[src/rtl/mem_bus_controller_if.sv]
// Bus bundle between the CPU-side requesters, the controller and the word-addressed memory.
// The controller is the master (sole driver of the memory command); the environment is the slave.
interface mem_bus_controller_if;
  // Instruction fetch port
  logic        i_req;
  logic [31:0] i_addr;
  logic        i_ack;
  logic [31:0] i_rdata;
  logic        i_err;
  // Load/store data port
  logic        d_req;
  logic        d_we;
  logic [31:0] d_addr;
  logic [31:0] d_wdata;
  logic        d_ack;
  logic [31:0] d_rdata;
  logic        d_err;
  // Memory command and read-back
  logic [29:0] mem_addr;
  logic [31:0] mem_wdata;
  logic        mem_wren;
  logic        mem_rren;
  logic        mem_E;
  logic [31:0] mem_rdata;

  modport master (
    input  i_req, i_addr, d_req, d_we, d_addr, d_wdata, mem_rdata,
    output i_ack, i_rdata, i_err, d_ack, d_rdata, d_err,
           mem_addr, mem_wdata, mem_wren, mem_rren, mem_E
  );

  modport slave (
    output i_req, i_addr, d_req, d_we, d_addr, d_wdata, mem_rdata,
    input  i_ack, i_rdata, i_err, d_ack, d_rdata, d_err,
           mem_addr, mem_wdata, mem_wren, mem_rren, mem_E
  );
endinterface

[src/rtl/mem_bus_controller.sv]
// Round-robin arbiter for instruction/data requesters in front of a synchronous word memory.
// Issues one-cycle memory commands, waits out the read latency and returns a one-cycle ack.
module mem_bus_controller #(
  parameter int MEM_WORDS  = 4096,
  parameter int RD_LATENCY = 1
) (
  input logic                  clk,
  input logic                  rst,
  mem_bus_controller_if.master bus
);

  typedef enum logic [1:0] {IDLE, ACCESS, WAIT, RESP} state_t;
  typedef enum logic {GR_INSTR, GR_DATA} grant_t;

  localparam logic [31:0] LP_MEM_WORDS = 32'(MEM_WORDS);
  localparam logic [2:0]  LP_CNT_INIT  = 3'(RD_LATENCY - 1);

  state_t      r_state;
  grant_t      r_last_grant;
  logic        r_we;
  logic [2:0]  r_cnt;

  logic        r_i_ack;
  logic        r_i_err;
  logic [31:0] r_i_rdata;
  logic        r_d_ack;
  logic        r_d_err;
  logic [31:0] r_d_rdata;

  logic [29:0] r_mem_addr;
  logic [31:0] r_mem_wdata;
  logic        r_mem_wren;
  logic        r_mem_rren;
  logic        r_mem_E;

  logic        w_any_req;
  logic        w_pick_d;
  logic [31:0] w_addr;
  logic        w_we;
  logic [31:0] w_wdata;
  logic        w_err;

  // Data wins when it is the only requester or when instruction was granted last.
  assign w_any_req = bus.i_req | bus.d_req;
  assign w_pick_d  = bus.d_req & (~bus.i_req | (r_last_grant == GR_INSTR));
  assign w_addr    = w_pick_d ? bus.d_addr  : bus.i_addr;
  assign w_we      = w_pick_d & bus.d_we;
  assign w_wdata   = w_pick_d ? bus.d_wdata : '0;
  assign w_err     = (w_addr[1:0] != 2'b00) || ({2'b00, w_addr[31:2]} >= LP_MEM_WORDS);

  // The memory command registers double as the latched address/wdata of the grant.
  always_ff @(posedge clk or negedge rst) begin
    if (!rst) begin
      r_state      <= IDLE;
      r_last_grant <= GR_INSTR;
      r_we         <= 1'b0;
      r_cnt        <= '0;
      r_i_ack      <= 1'b0;
      r_i_err      <= 1'b0;
      r_i_rdata    <= '0;
      r_d_ack      <= 1'b0;
      r_d_err      <= 1'b0;
      r_d_rdata    <= '0;
      r_mem_addr   <= '0;
      r_mem_wdata  <= '0;
      r_mem_wren   <= 1'b0;
      r_mem_rren   <= 1'b0;
      r_mem_E      <= 1'b0;
    end else begin
      r_i_ack    <= 1'b0;
      r_i_err    <= 1'b0;
      r_d_ack    <= 1'b0;
      r_d_err    <= 1'b0;
      r_mem_E    <= 1'b0;
      r_mem_wren <= 1'b0;
      r_mem_rren <= 1'b0;

      case (r_state)
        IDLE: begin
          if (w_any_req) begin
            r_last_grant <= w_pick_d ? GR_DATA : GR_INSTR;
            r_we         <= w_we;
            if (w_err) begin
              r_state <= RESP;
              if (w_pick_d) begin
                r_d_ack   <= 1'b1;
                r_d_err   <= 1'b1;
                r_d_rdata <= '0;
              end else begin
                r_i_ack   <= 1'b1;
                r_i_err   <= 1'b1;
                r_i_rdata <= '0;
              end
            end else begin
              r_state     <= ACCESS;
              r_mem_E     <= 1'b1;
              r_mem_addr  <= w_addr[31:2];
              r_mem_wdata <= w_wdata;
              r_mem_wren  <= w_we;
              r_mem_rren  <= ~w_we;
            end
          end
        end

        ACCESS: begin
          if (r_we) begin
            r_state <= RESP;
            if (r_last_grant == GR_DATA) r_d_ack <= 1'b1;
            else                         r_i_ack <= 1'b1;
          end else begin
            r_state <= WAIT;
            r_cnt   <= LP_CNT_INIT;
          end
        end

        WAIT: begin
          if (r_cnt == 3'd0) begin
            r_state <= RESP;
            if (r_last_grant == GR_DATA) begin
              r_d_ack   <= 1'b1;
              r_d_rdata <= bus.mem_rdata;
            end else begin
              r_i_ack   <= 1'b1;
              r_i_rdata <= bus.mem_rdata;
            end
          end else begin
            r_cnt <= r_cnt - 3'd1;
          end
        end

        RESP: r_state <= IDLE;

        default: r_state <= IDLE;
      endcase
    end
  end

  assign bus.i_ack     = r_i_ack;
  assign bus.i_err     = r_i_err;
  assign bus.i_rdata   = r_i_rdata;
  assign bus.d_ack     = r_d_ack;
  assign bus.d_err     = r_d_err;
  assign bus.d_rdata   = r_d_rdata;
  assign bus.mem_addr  = r_mem_addr;
  assign bus.mem_wdata = r_mem_wdata;
  assign bus.mem_wren  = r_mem_wren;
  assign bus.mem_rren  = r_mem_rren;
  assign bus.mem_E     = r_mem_E;

endmodule

[src/flat_wrapper.sv]
// flat-port wrapper written by rule: the top's interface ports become plain ports
module mem_bus_controller_flat 
#(
  parameter int MEM_WORDS  = 4096,
  parameter int RD_LATENCY = 1
)
  (clk, rst, bus_i_req, bus_i_addr, bus_d_req, bus_d_we, bus_d_addr, bus_d_wdata, bus_mem_rdata, bus_i_ack, bus_i_rdata, bus_i_err, bus_d_ack, bus_d_rdata, bus_d_err, bus_mem_addr, bus_mem_wdata, bus_mem_wren, bus_mem_rren, bus_mem_E);
  mem_bus_controller_if bus_i ();
  input logic clk;
  input logic rst;
  input wire logic [$bits(bus_i.i_req)-1:0] bus_i_req;
  input wire logic [$bits(bus_i.i_addr)-1:0] bus_i_addr;
  input wire logic [$bits(bus_i.d_req)-1:0] bus_d_req;
  input wire logic [$bits(bus_i.d_we)-1:0] bus_d_we;
  input wire logic [$bits(bus_i.d_addr)-1:0] bus_d_addr;
  input wire logic [$bits(bus_i.d_wdata)-1:0] bus_d_wdata;
  input wire logic [$bits(bus_i.mem_rdata)-1:0] bus_mem_rdata;
  output wire logic [$bits(bus_i.i_ack)-1:0] bus_i_ack;
  output wire logic [$bits(bus_i.i_rdata)-1:0] bus_i_rdata;
  output wire logic [$bits(bus_i.i_err)-1:0] bus_i_err;
  output wire logic [$bits(bus_i.d_ack)-1:0] bus_d_ack;
  output wire logic [$bits(bus_i.d_rdata)-1:0] bus_d_rdata;
  output wire logic [$bits(bus_i.d_err)-1:0] bus_d_err;
  output wire logic [$bits(bus_i.mem_addr)-1:0] bus_mem_addr;
  output wire logic [$bits(bus_i.mem_wdata)-1:0] bus_mem_wdata;
  output wire logic [$bits(bus_i.mem_wren)-1:0] bus_mem_wren;
  output wire logic [$bits(bus_i.mem_rren)-1:0] bus_mem_rren;
  output wire logic [$bits(bus_i.mem_E)-1:0] bus_mem_E;
  assign bus_i.i_req = bus_i_req;
  assign bus_i.i_addr = bus_i_addr;
  assign bus_i.d_req = bus_d_req;
  assign bus_i.d_we = bus_d_we;
  assign bus_i.d_addr = bus_d_addr;
  assign bus_i.d_wdata = bus_d_wdata;
  assign bus_i.mem_rdata = bus_mem_rdata;
  assign bus_i_ack = bus_i.i_ack;
  assign bus_i_rdata = bus_i.i_rdata;
  assign bus_i_err = bus_i.i_err;
  assign bus_d_ack = bus_i.d_ack;
  assign bus_d_rdata = bus_i.d_rdata;
  assign bus_d_err = bus_i.d_err;
  assign bus_mem_addr = bus_i.mem_addr;
  assign bus_mem_wdata = bus_i.mem_wdata;
  assign bus_mem_wren = bus_i.mem_wren;
  assign bus_mem_rren = bus_i.mem_rren;
  assign bus_mem_E = bus_i.mem_E;
  mem_bus_controller #(.MEM_WORDS(MEM_WORDS), .RD_LATENCY(RD_LATENCY)) u_core (.clk(clk), .rst(rst), .bus(bus_i));
endmodule
[config.mk]
export PLATFORM = sky130hd
export DESIGN_NAME = mem_bus_controller_flat
export DESIGN_NICKNAME = d
export VERILOG_FILES = /design/src/rtl/mem_bus_controller_if.sv /design/src/rtl/mem_bus_controller.sv /design/src/flat_wrapper.sv
export SDC_FILE = /design/constraint.sdc
export NUM_CORES = 1
export LEC_CHECK = 0
export CORE_MARGIN = 10
export CORE_UTILIZATION = 40
export CTS_BUF_LIST = sky130_fd_sc_hd__clkbuf_8
export DETAILED_ROUTE_END_ITERATION = 12
export GPL_TIMING_DRIVEN = 1
export PLACE_DENSITY = 0.82
export SLEW_MARGIN = 20
export SYNTH_ARGS = -nofsm -noshare
export SYNTH_HDL_FRONTEND = slang
export SYNTH_SLANG_ARGS = --single-unit
[constraint.sdc]
create_clock -name clk -period 2.05 [get_ports clk]
set_clock_uncertainty 0.1 [all_clocks]
set_input_delay 0.3075 -clock clk [delete_from_list [all_inputs] [get_ports clk]]
set_output_delay 0.3075 -clock clk [all_outputs]
set_load 0.03 [all_outputs]
==> qor.csv <==
stage;metric;value;unit
run_status;status;complete, but fails checks;
run_status;violations;negative setup slack;
yosys;synth_seq_cells;140;
setup_path;crit_path_max_fanout;8;
yosys;synth_cell_types;42;
final_layout;final_common_cell;clkdlybuf4s50_1;
run;maxCapViolCount;0;
route;finalWirelength;22790;µm
clock_network;cts_root_buffer;clkbuf_8;
clock_network;cts_sinks;140;
final_layout;final_cell_mix;clkdlybuf4s50_1, dfrtp_1, nand2_1;
setup_path;ff2ff_path_depth;6;
setup_path;r2r-end;u_core.bus.i_rdata[0];
worst_hold_path;hold_class;in2async;
sta;rsz0062_at_grt;yes;
global_routing;grt_pass1_vias;6067;
floorplanning;core-area;0.01583;mm²
final_layout;instances_no_fill;1116;
global_routing;antenna_found_initial;0;
sta;min_period;2.112;ns
floorplanning;die_w;146.9;µm
final_layout;fillCellCount;1225;
route;initialDrtViolationCount;382;
pwr;ir_worst_vdd;0.0006548;V
floorplanning;io_pins;266;
floorplanning;start_util;40.68;%
clock_network;path_clk_slew;0.09;ns
sta;finalSetupViolations;64;
global_routing;grt_max_degree;48;
yosys;synth.avg_cell_area;10.62;µm²
route;vias_per_cell;5.438;
route;firstDrtPassIters;7;
setup_path;r2r_slack;-0.02;ns
sta;post-route-period-util;103.0;%
yosys;syn_inst;606;
route;ant_nets;0;
clock_network;clk_latency;0.44;ns
final_layout;drive_gt1_share;13.22;%
final_layout;final_util;64.05;%
route;route.detailed.drc;0;
clock_network;cts_made_buffers;17;
floorplanning;fp.dieH;146.9;µm
yosys;yosysTopAreaCell;dfrtp_1;
setup_path;cp-end-kind;register;
global_routing;gr-total-overflow;0;
sta;setup_ws;-0.06166;ns
final_layout;multiInputGateArea;0.002760;mm²
clock_network;cts_max_level;4;
yosys;synth_area;0.006439;mm²
pwr;power_leakage;4.680;nW
place;port_buffers;265;
sta;finalHoldViolations;0;
final_layout;antenna_cells;0;
sta;timing.fmax;0.4736;GHz
floorplanning;die_area;0.02157;mm²
setup_path;crit_arrival;2.36;ns
clock_network;cts.path.max_buffers;2;
final_layout;regArea;0.003505;mm²
route;via_count;6069;
yosys;synth_warnings;0;
yosys;synth_ff_type;dfrtp_1;
yosys;synth_edf_count;0;
global_routing;grt_pass1_wl;32890;µm
yosys;yosysSeqAreaShare;54.41;%
route;wire_per_inst;20.42;µm
setup_path;r2r-start;u_core.r_state[1];
setup_path;startpoint_type;input pin;
yosys;synth_area_leaders;dfrtp_1, nand2_1, a21o_1;
setup_path;critPathKind;in2reg;
yosys;synth_top_area_share;54.41;%
sta;tightest_slew;0.4657;ns
sta;max_slew_margin;68.95;%
place;dp.cells;1070;
pwr;powerDensity;1233;mW/mm²
sta;setup_tns;-1.970;ns
setup_path;cp.required;2.29;ns
place;dp_hpwl;15640;µm
floorplanning;core.rowCount;46;
yosys;syn-num-nets;745;
sta;slew_viol_final;0;
clock_network;cts_tree;built;
final_layout;layout.nets;1027;
global_routing;grtUsageTotal;18.88;%
place;globalplace.congestion;0.8024;
final_layout;synthToLayoutAreaGrowth;57.44;%
yosys;async_flop_share;100.0;%
metal layers:
layer | track usage (%) | vias up | routed length (µm)
met5 | 0 | - | 0
met4 | 6.807 | 0 | 585
met3 | 8.753 | 49 | 2420
met2 | 29.12 | 318 | 10830
met1 | 22.66 | 2940 | 8954
li1 | - | 2762 | -
stage by stage:
step	setup slack [ns]	hold WS, ns	power (mW)	area [µm²]
finish	-0.06166	0.2199	12.50	10140
detailed placement	-0.4552	0.1364	9.832	9432
CTS	-0.05982	0.2119	12.12	9842
floorplan	-0.01391	-0.08809	7.528	6484
global placement	-0.2982	0.1336	9.620	9432
global route	-0.1255	0.2211	13.14	10140
flip-flops by register name (all words and copies together), names as in the netlist, 2 cells and up:
name and cells:
u_core.bus.d_rdata 32, u_core.bus.i_rdata 32, u_core.bus.mem_addr 30, u_core.bus.mem_wdata 32, u_core.r_cnt 3, u_core.r_state 2
area by class of cell:
cell class / count / share of cell area [%]
inverters: 10 / 0.3950
multi-input cells: 411 / 27.23
repair buffers: 308 / 31.19
well taps: 216 / 2.666
clock inverters: 12 / 1.370
flip-flops and latches: 140 / 34.57
clock buffers: 19 / 2.580
cells by family after synthesis:
group	synth area share (%)
compound gates	26.00
fa+ha+maj	1.166
buf+inv	5.519
flops	54.41
mux	0.1749
simple gates	12.73
Yosys cell counts (2+ instances only):
master,count
and2_1,19
buf_6,16
nand2_1,99
nand3_1,5
a31oi_1,2
o32a_1,2
nor4_1,13
dfrtp_1,140
nand4_1,3
o21ai_1,2
a21oi_1,8
nand2b_1,2
a22o_1,30
a22oi_1,33
a22o_2,2
a21o_1,45
buf_2,14
a21oi_2,10
o21ai_0,39
inv_1,9
ha_1,6
a221o_1,32
clkbuf_1,17
nor2_1,40
worst max-delay path, cell delays in order:
cell             delay (ns)
clkdlybuf4s50_1        0.43
nor4_2                 0.33
nand3_2                0.19
o32ai_4                0.40
a21oi_4                0.11
buf_12                 0.15
clkbuf_16              0.16
a22o_2                 0.26
power breakdown:
part	switching (mW)	total (mW)	internal (mW)	leakage (nW)
sequential	0.531	3.93	3.40	1.86
clock	1.14	2.29	1.15	0.191
combinational	3.41	6.28	2.87	2.63
how the worst max path moves through the flow:
stage / start / to / slack, ns / cells past startpoint
4_1_cts: u_core.r_state[1] / u_core.bus.i_rdata[0] / -0.06 / 6
3_3_place_gp: bus_i_addr[18] / u_core.bus.i_rdata[0] / -0.30 / 7
3_5_place_dp: bus_i_addr[18] / u_core.bus.i_rdata[0] / -0.46 / 7
2_1_floorplan: u_core.r_state[0] / u_core.bus.i_rdata[10] / -0.01 / 9
5_1_grt: bus_i_addr[15] / u_core.bus.d_rdata[1] / -0.13 / 8
6_report: bus_i_addr[15] / u_core.bus.i_rdata[0] / -0.06 / 8
timing repair:
action                     4_1_cts  5_1_grt
setup endpoints to repair       32      105
gates resized for setup          0       30
pin swaps                        0        4
gates cloned                     0        6
hold endpoints to repair        74        0
setup buffers                    0        8
hold buffers                     1        0
No activity file was read; power rests on OpenSTA's default activity.
